<file path="src/rtl/ps2_scan_rx.sv">
// PS/2 keyboard receiver: synchronises the PS/2 lines, deframes 11-bit frames, folds
// E0/F0 prefixes into flags and queues {ext, brk, code} entries for a valid/ready consumer.
module ps2_scan_rx #(
   parameter int FIFO_DEPTH  = 8,
   parameter int TIMEOUT_CYC = 5000
) (
   input  logic       clk,
   input  logic       rst,
   input  logic       ps2_clk,
   input  logic       ps2_data,
   output logic       out_valid,
   input  logic       out_ready,
   output logic [7:0] out_code,
   output logic       out_ext,
   output logic       out_brk,
   output logic       overflow,
   input  logic       clr_overflow,
   output logic [7:0] err_cnt
);

   localparam int AW = $clog2(FIFO_DEPTH);
   localparam int CW = AW + 1;
   localparam int TW = $clog2(TIMEOUT_CYC + 1);
   localparam logic [CW-1:0] FULL_CNT = CW'(FIFO_DEPTH);
   localparam logic [TW-1:0] TO_LAST  = TW'(TIMEOUT_CYC - 1);

   typedef enum logic [1:0] {
      ST_IDLE   = 2'd0,
      ST_DATA   = 2'd1,
      ST_PARITY = 2'd2,
      ST_STOP   = 2'd3
   } state_t;

   function automatic logic odd_parity_ok(input logic [7:0] data_byte, input logic par_bit);
      return (^data_byte) ^ par_bit;
   endfunction

   logic          clk_s1_r, clk_s2_r, clk_prev_r;
   logic          data_s1_r, data_s2_r;
   state_t        state_r, state_next_s;
   logic [2:0]    bitcnt_r;
   logic [7:0]    shift_r;
   logic          parity_r;
   logic [TW-1:0] to_cnt_r;
   logic          ext_pend_r, brk_pend_r;
   logic [9:0]    mem_r [FIFO_DEPTH];
   logic [AW-1:0] wr_ptr_r, rd_ptr_r, rd_next_s;
   logic [CW-1:0] count_r, cnt_next_s, cnt_after_pop_s;
   logic [9:0]    head_r, head_next_s, push_entry_s;
   logic          out_valid_r, overflow_r;
   logic [7:0]    err_cnt_r;
   logic          fall_s, timeout_s, err_s, accept_s, push_s;
   logic          pop_s, full_s, push_ok_s, drop_s;

   assign fall_s    = clk_prev_r & ~clk_s2_r;
   assign timeout_s = (state_r != ST_IDLE) && !fall_s && (to_cnt_r == TO_LAST);
   assign push_s    = accept_s && (shift_r != 8'hE0) && (shift_r != 8'hF0);
   assign push_entry_s = {ext_pend_r, brk_pend_r, shift_r};

   // Receive FSM next-state and frame events.
   always_comb begin
      state_next_s = state_r;
      err_s        = 1'b0;
      accept_s     = 1'b0;
      if (timeout_s) begin
         state_next_s = ST_IDLE;
         err_s        = 1'b1;
      end else if (fall_s) begin
         case (state_r)
            ST_IDLE: begin
               if (!data_s2_r) begin
                  state_next_s = ST_DATA;
               end else begin
                  err_s = 1'b1;
               end
            end
            ST_DATA: begin
               if (bitcnt_r == 3'd7) begin
                  state_next_s = ST_PARITY;
               end else begin
                  state_next_s = ST_DATA;
               end
            end
            ST_PARITY: state_next_s = ST_STOP;
            ST_STOP: begin
               state_next_s = ST_IDLE;
               if (data_s2_r && odd_parity_ok(shift_r, parity_r)) begin
                  accept_s = 1'b1;
               end else begin
                  err_s = 1'b1;
               end
            end
            default: state_next_s = ST_IDLE;
         endcase
      end else begin
         state_next_s = state_r;
      end
   end

   // FIFO bookkeeping and the head entry that will be visible next cycle.
   always_comb begin
      pop_s           = out_valid_r & out_ready;
      full_s          = (count_r == FULL_CNT);
      push_ok_s       = push_s & (~full_s | pop_s);
      drop_s          = push_s & full_s & ~pop_s;
      cnt_after_pop_s = count_r - CW'(pop_s);
      cnt_next_s      = cnt_after_pop_s + CW'(push_ok_s);
      rd_next_s       = pop_s ? rd_ptr_r + 1'b1 : rd_ptr_r;
      if (cnt_next_s == {CW{1'b0}}) begin
         head_next_s = 10'd0;
      end else if (push_ok_s && (cnt_after_pop_s == {CW{1'b0}})) begin
         head_next_s = push_entry_s;
      end else begin
         head_next_s = mem_r[rd_next_s];
      end
   end

   // Synchronisers, receive datapath, prefix flags, FIFO control and status registers.
   always_ff @(posedge clk) begin
      if (rst) begin
         clk_s1_r    <= 1'b1;
         clk_s2_r    <= 1'b1;
         clk_prev_r  <= 1'b1;
         data_s1_r   <= 1'b1;
         data_s2_r   <= 1'b1;
         state_r     <= ST_IDLE;
         bitcnt_r    <= 3'd0;
         shift_r     <= 8'd0;
         parity_r    <= 1'b0;
         to_cnt_r    <= {TW{1'b0}};
         ext_pend_r  <= 1'b0;
         brk_pend_r  <= 1'b0;
         wr_ptr_r    <= {AW{1'b0}};
         rd_ptr_r    <= {AW{1'b0}};
         count_r     <= {CW{1'b0}};
         head_r      <= 10'd0;
         out_valid_r <= 1'b0;
         overflow_r  <= 1'b0;
         err_cnt_r   <= 8'd0;
      end else begin
         clk_s1_r   <= ps2_clk;
         clk_s2_r   <= clk_s1_r;
         clk_prev_r <= clk_s2_r;
         data_s1_r  <= ps2_data;
         data_s2_r  <= data_s1_r;
         state_r    <= state_next_s;

         if (fall_s && state_r == ST_IDLE) begin
            bitcnt_r <= 3'd0;
         end else if (fall_s && state_r == ST_DATA) begin
            shift_r  <= {data_s2_r, shift_r[7:1]};
            bitcnt_r <= bitcnt_r + 3'd1;
         end else if (fall_s && state_r == ST_PARITY) begin
            parity_r <= data_s2_r;
         end

         if (state_r == ST_IDLE || fall_s) begin
            to_cnt_r <= {TW{1'b0}};
         end else begin
            to_cnt_r <= to_cnt_r + {{(TW-1){1'b0}}, 1'b1};
         end

         // Prefixes accumulate until a real code consumes them; any error forgets them.
         if (err_s) begin
            ext_pend_r <= 1'b0;
            brk_pend_r <= 1'b0;
            if (err_cnt_r != 8'hFF) begin
               err_cnt_r <= err_cnt_r + 8'd1;
            end
         end else if (accept_s && shift_r == 8'hE0) begin
            ext_pend_r <= 1'b1;
         end else if (accept_s && shift_r == 8'hF0) begin
            brk_pend_r <= 1'b1;
         end else if (accept_s) begin
            ext_pend_r <= 1'b0;
            brk_pend_r <= 1'b0;
         end

         if (push_ok_s) begin
            wr_ptr_r <= wr_ptr_r + 1'b1;
         end
         rd_ptr_r    <= rd_next_s;
         count_r     <= cnt_next_s;
         head_r      <= head_next_s;
         out_valid_r <= (cnt_next_s != {CW{1'b0}});

         if (drop_s) begin
            overflow_r <= 1'b1;
         end else if (clr_overflow) begin
            overflow_r <= 1'b0;
         end
      end
   end

   // FIFO storage; contents need no reset since occupancy is tracked by count_r.
   always_ff @(posedge clk) begin
      if (push_ok_s) begin
         mem_r[wr_ptr_r] <= push_entry_s;
      end
   end

   assign out_valid = out_valid_r;
   assign out_code  = head_r[7:0];
   assign out_brk   = head_r[8];
   assign out_ext   = head_r[9];
   assign overflow  = overflow_r;
   assign err_cnt   = err_cnt_r;

endmodule

</file>
<file path="config.mk">
export PLATFORM = sky130hd
export DESIGN_NAME = ps2_scan_rx
export DESIGN_NICKNAME = d
export VERILOG_FILES = /design/src/rtl/ps2_scan_rx.sv
export SDC_FILE = /design/constraint.sdc
export NUM_CORES = 1
export LEC_CHECK = 0
export CAP_MARGIN = 40
export CELL_PAD_IN_SITES_DETAIL_PLACEMENT = 1
export CELL_PAD_IN_SITES_GLOBAL_PLACEMENT = 2
export CORE_AREA = 2 2 120 122
export CTS_BUF_LIST = sky130_fd_sc_hd__clkbuf_16
export CTS_CLUSTER_DIAMETER = 50
export DETAILED_ROUTE_END_ITERATION = 16
export DIE_AREA = 0 0 122 124
export GPL_TIMING_DRIVEN = 1
export PLACE_DENSITY = 0.86
export REMOVE_ABC_BUFFERS = 1
export SLEW_MARGIN = 25
export SYNTH_ARGS = -nofsm -noshare
export SYNTH_HDL_FRONTEND = slang
export SYNTH_SLANG_ARGS = --single-unit
</file>
<file path="constraint.sdc">
create_clock -name clk -period 5.5 [get_ports clk]
set_input_delay 1.1 -clock clk [delete_from_list [all_inputs] [get_ports clk]]
set_output_delay 1.1 -clock clk [all_outputs]
set_load 0.02 [all_outputs]
</file>
==> impl_metrics.ini <==
[outcome]
status = finished, final reports clean

[critical_path]
rr_startpoint = shift_r[4]$_SDFFE_PP0P_
cp-startpoint = shift_r[4]$_SDFFE_PP0P_
end_kind = flop
path_class = reg2reg
required_ns = 5.75
arrival_ns = 3.77
cp-start-kind = flop
cp_max_fo = 13

[logic_synthesis]
yosysMostFrequentCell = edfxtp_1
synth_edf_count = 80
netlist_instances = 461
netlist_area_sq_um = 6080
netlist_top_cells_count = 80 x edfxtp_1, 64 x dfxtp_1, 49 x nor2_1
synthDistinctLibCells = 51
synth-seq-cells = 144
synth_top_cell_by_area = edfxtp_1
avgSynthCellArea_sq_um = 13.2
yosys_warnings = 0
ys_seq_area_share_pct = 60.6
synth_area_leaders = edfxtp_1 39%, dfxtp_1 21%, mux4_2 5.6%, mux2i_1 4.8%, ha_1 3.9%
synthFlopType = edfxtp_1
async_reset_ff_share_pct = 0
synth_top_area_share_pct = 39.5

[layout]
final_util_pct = 52.4
area_delta_synth_final_pct = 18.2
drive_gt1_share_pct = 17.4
stdcell_count = 697
num_antenna_cells = 0
post-route-cell-area_sq_um = 7190
layout.nets = 529

[pwr]
p_leak_nw = 2.65
irDropWorstVdd_mv = 0.226
powerDensity_nw_per_um2 = 404

[detailed_routing]
ant_nets = 0
met1Wirelength_um = 5800
post-route-drc-count = 0
dr_wl_met3_um = 335
routed_wl_um = 13900
first_iter_violations = 264
wire_per_inst_um = 19.9
maxUsedRoutingLayer = met4
vias = 3771
dr_wl_met2_um = 7540
firstDrtPassIters = 5
vias_per_cell = 5.41

[sta]
worstMarginPinSlew_ns = 0.639
max-slew-margin-rel_pct = 57.4
finalHoldViolCount = 0
min_period_ns = 3.51
setup_violations = 0
drv_slew = 0
rsz0062_at_grt = false
fin_skew_ns = 0.00856
finalCritPeriodShare_pct = 63.9
setup_tns_ns = 0
max_freq_mhz = 285
hold_slack_ns = 0.411

[clocking]
cts_made_buffers = 17
htree_num_levels = 4
post_cts_buffers = 0
cts-root-buf = clkbuf_16
cts_tree = done
clock_latency_ns = 0.42
cts-resized-gates = 0
cts_hold_buffers = 0
cts.reportedPaths.clkPinSlew_ns = 0.06
cts.sinks = 144
cts_buffer_depth = 2

[place]
dp_cells = 665
place_hpwl_um = 8830
dpl_cell_area_sq_um = 6610
gp_congestion = 0.797
io_buffers = 25

[floorplan]
die_h_um = 124
initial_utilization_pct = 44.3
core_sq_um = 13700
die-area_sq_um = 15100
io_pins = 26
die_w_um = 122
num_rows = 43

[grt]
grt_max_degree = 25
grt_pass1_wl_um = 22400
track_usage_pct = 20.3
first_global_vias = 4097
grt_antenna_before_repair = 0
overflow = 0

[min_path]
worstHoldPathType = reg2reg
min_from = data_s1_r$_SDFF_PP1_

[job]
maxCapViolCount = 0
[final cells by class]
type	instances	area (sq um)
Sequential cell	144	3680
Tap cell	180	225
Multi-Input combinational cell	283	2250
Clock buffer	17	425
Timing Repair Buffer	41	388
Fill cell	1399	6530
Inverter	17	63.8
Clock inverter	15	156
[routing by layer]
metal	vias to the layer above	GRT usage [%]
met5	-	0
met4	0	8.91
met3	15	3.89
met2	57	37.0
met1	1925	23.2
li1	1774	-
[worst paths after layout]
kind         cells past startpoint  slack, ns              endpoint
max                             12       1.99  head_r[7]$_SDFF_PP0_
min                              1       0.41  data_s2_r$_SDFF_PP1_
max reg2reg                     12       1.99  head_r[7]$_SDFF_PP0_
min reg2reg                      1       0.41  data_s2_r$_SDFF_PP1_
[power breakdown]
| group | leakage (nW) | switching, W | internal, W |
|---|---|---|---|
| Clock | 0.281 | 0.000430 | 0.000702 |
| Combinational | 1.11 | 0.000290 | 0.000287 |
| Sequential | 1.26 | 0.0000220 | 0.00117 |
| Total | 2.65 | 0.000742 | 0.00216 |
[cells in the final DEF (no fill, tap or decap), types with 17 or more instances in the layout]
cell,count
a21oi_1,18
clkdlybuf4s50_1,25
edfxtp_1,80
inv_1,19
nor2_1,49
clkbuf_16,17
nand2_1,30
dfxtp_1,64
mux2i_1,29
ha_1,19
[critical path, cell delays in order (launching register included)]
cell,delay (ns)
dfxtp_1,0.63
inv_1,0.11
ha_1,0.31
xnor3_2,0.27
xnor2_2,0.35
and4_1,0.44
ha_1,0.23
ha_1,0.17
xnor2_1,0.11
nor2_1,0.08
nor4_2,0.27
buf_4,0.29
a211oi_2,0.08
[kinds of logic after synthesis]
group	count (synthesis)	share of synthesized area, %
and+or+nand+nor	151	12.6
DFF	144	60.6
muxes	48	11.1
AOI/OAI and AO/OA	46	5.80
buffers and inverters	34	2.80
xor gates and xnor gates	19	3.23
adders and majority gates	19	3.91
[through the flow]
step | power, W | setup WS, ns
floorplan | 0.00160 | 1.45
global placement | 0.00175 | 1.72
detailed placement | 0.00179 | 1.81
CTS | 0.00294 | 1.99
global route | 0.00303 | 1.75
finish | 0.00290 | 1.99
[flip-flops by register name, summed over array words and instances (netlist names), 3 cells and up, named ones only]
signal,flops
bitcnt_r,3
rd_ptr_r,3
err_cnt,8
head_r,10
mem_r,80
wr_ptr_r,3
to_cnt_r,13
count_r,4
shift_r,8
Note: power is estimated with default switching activity, not from simulation.
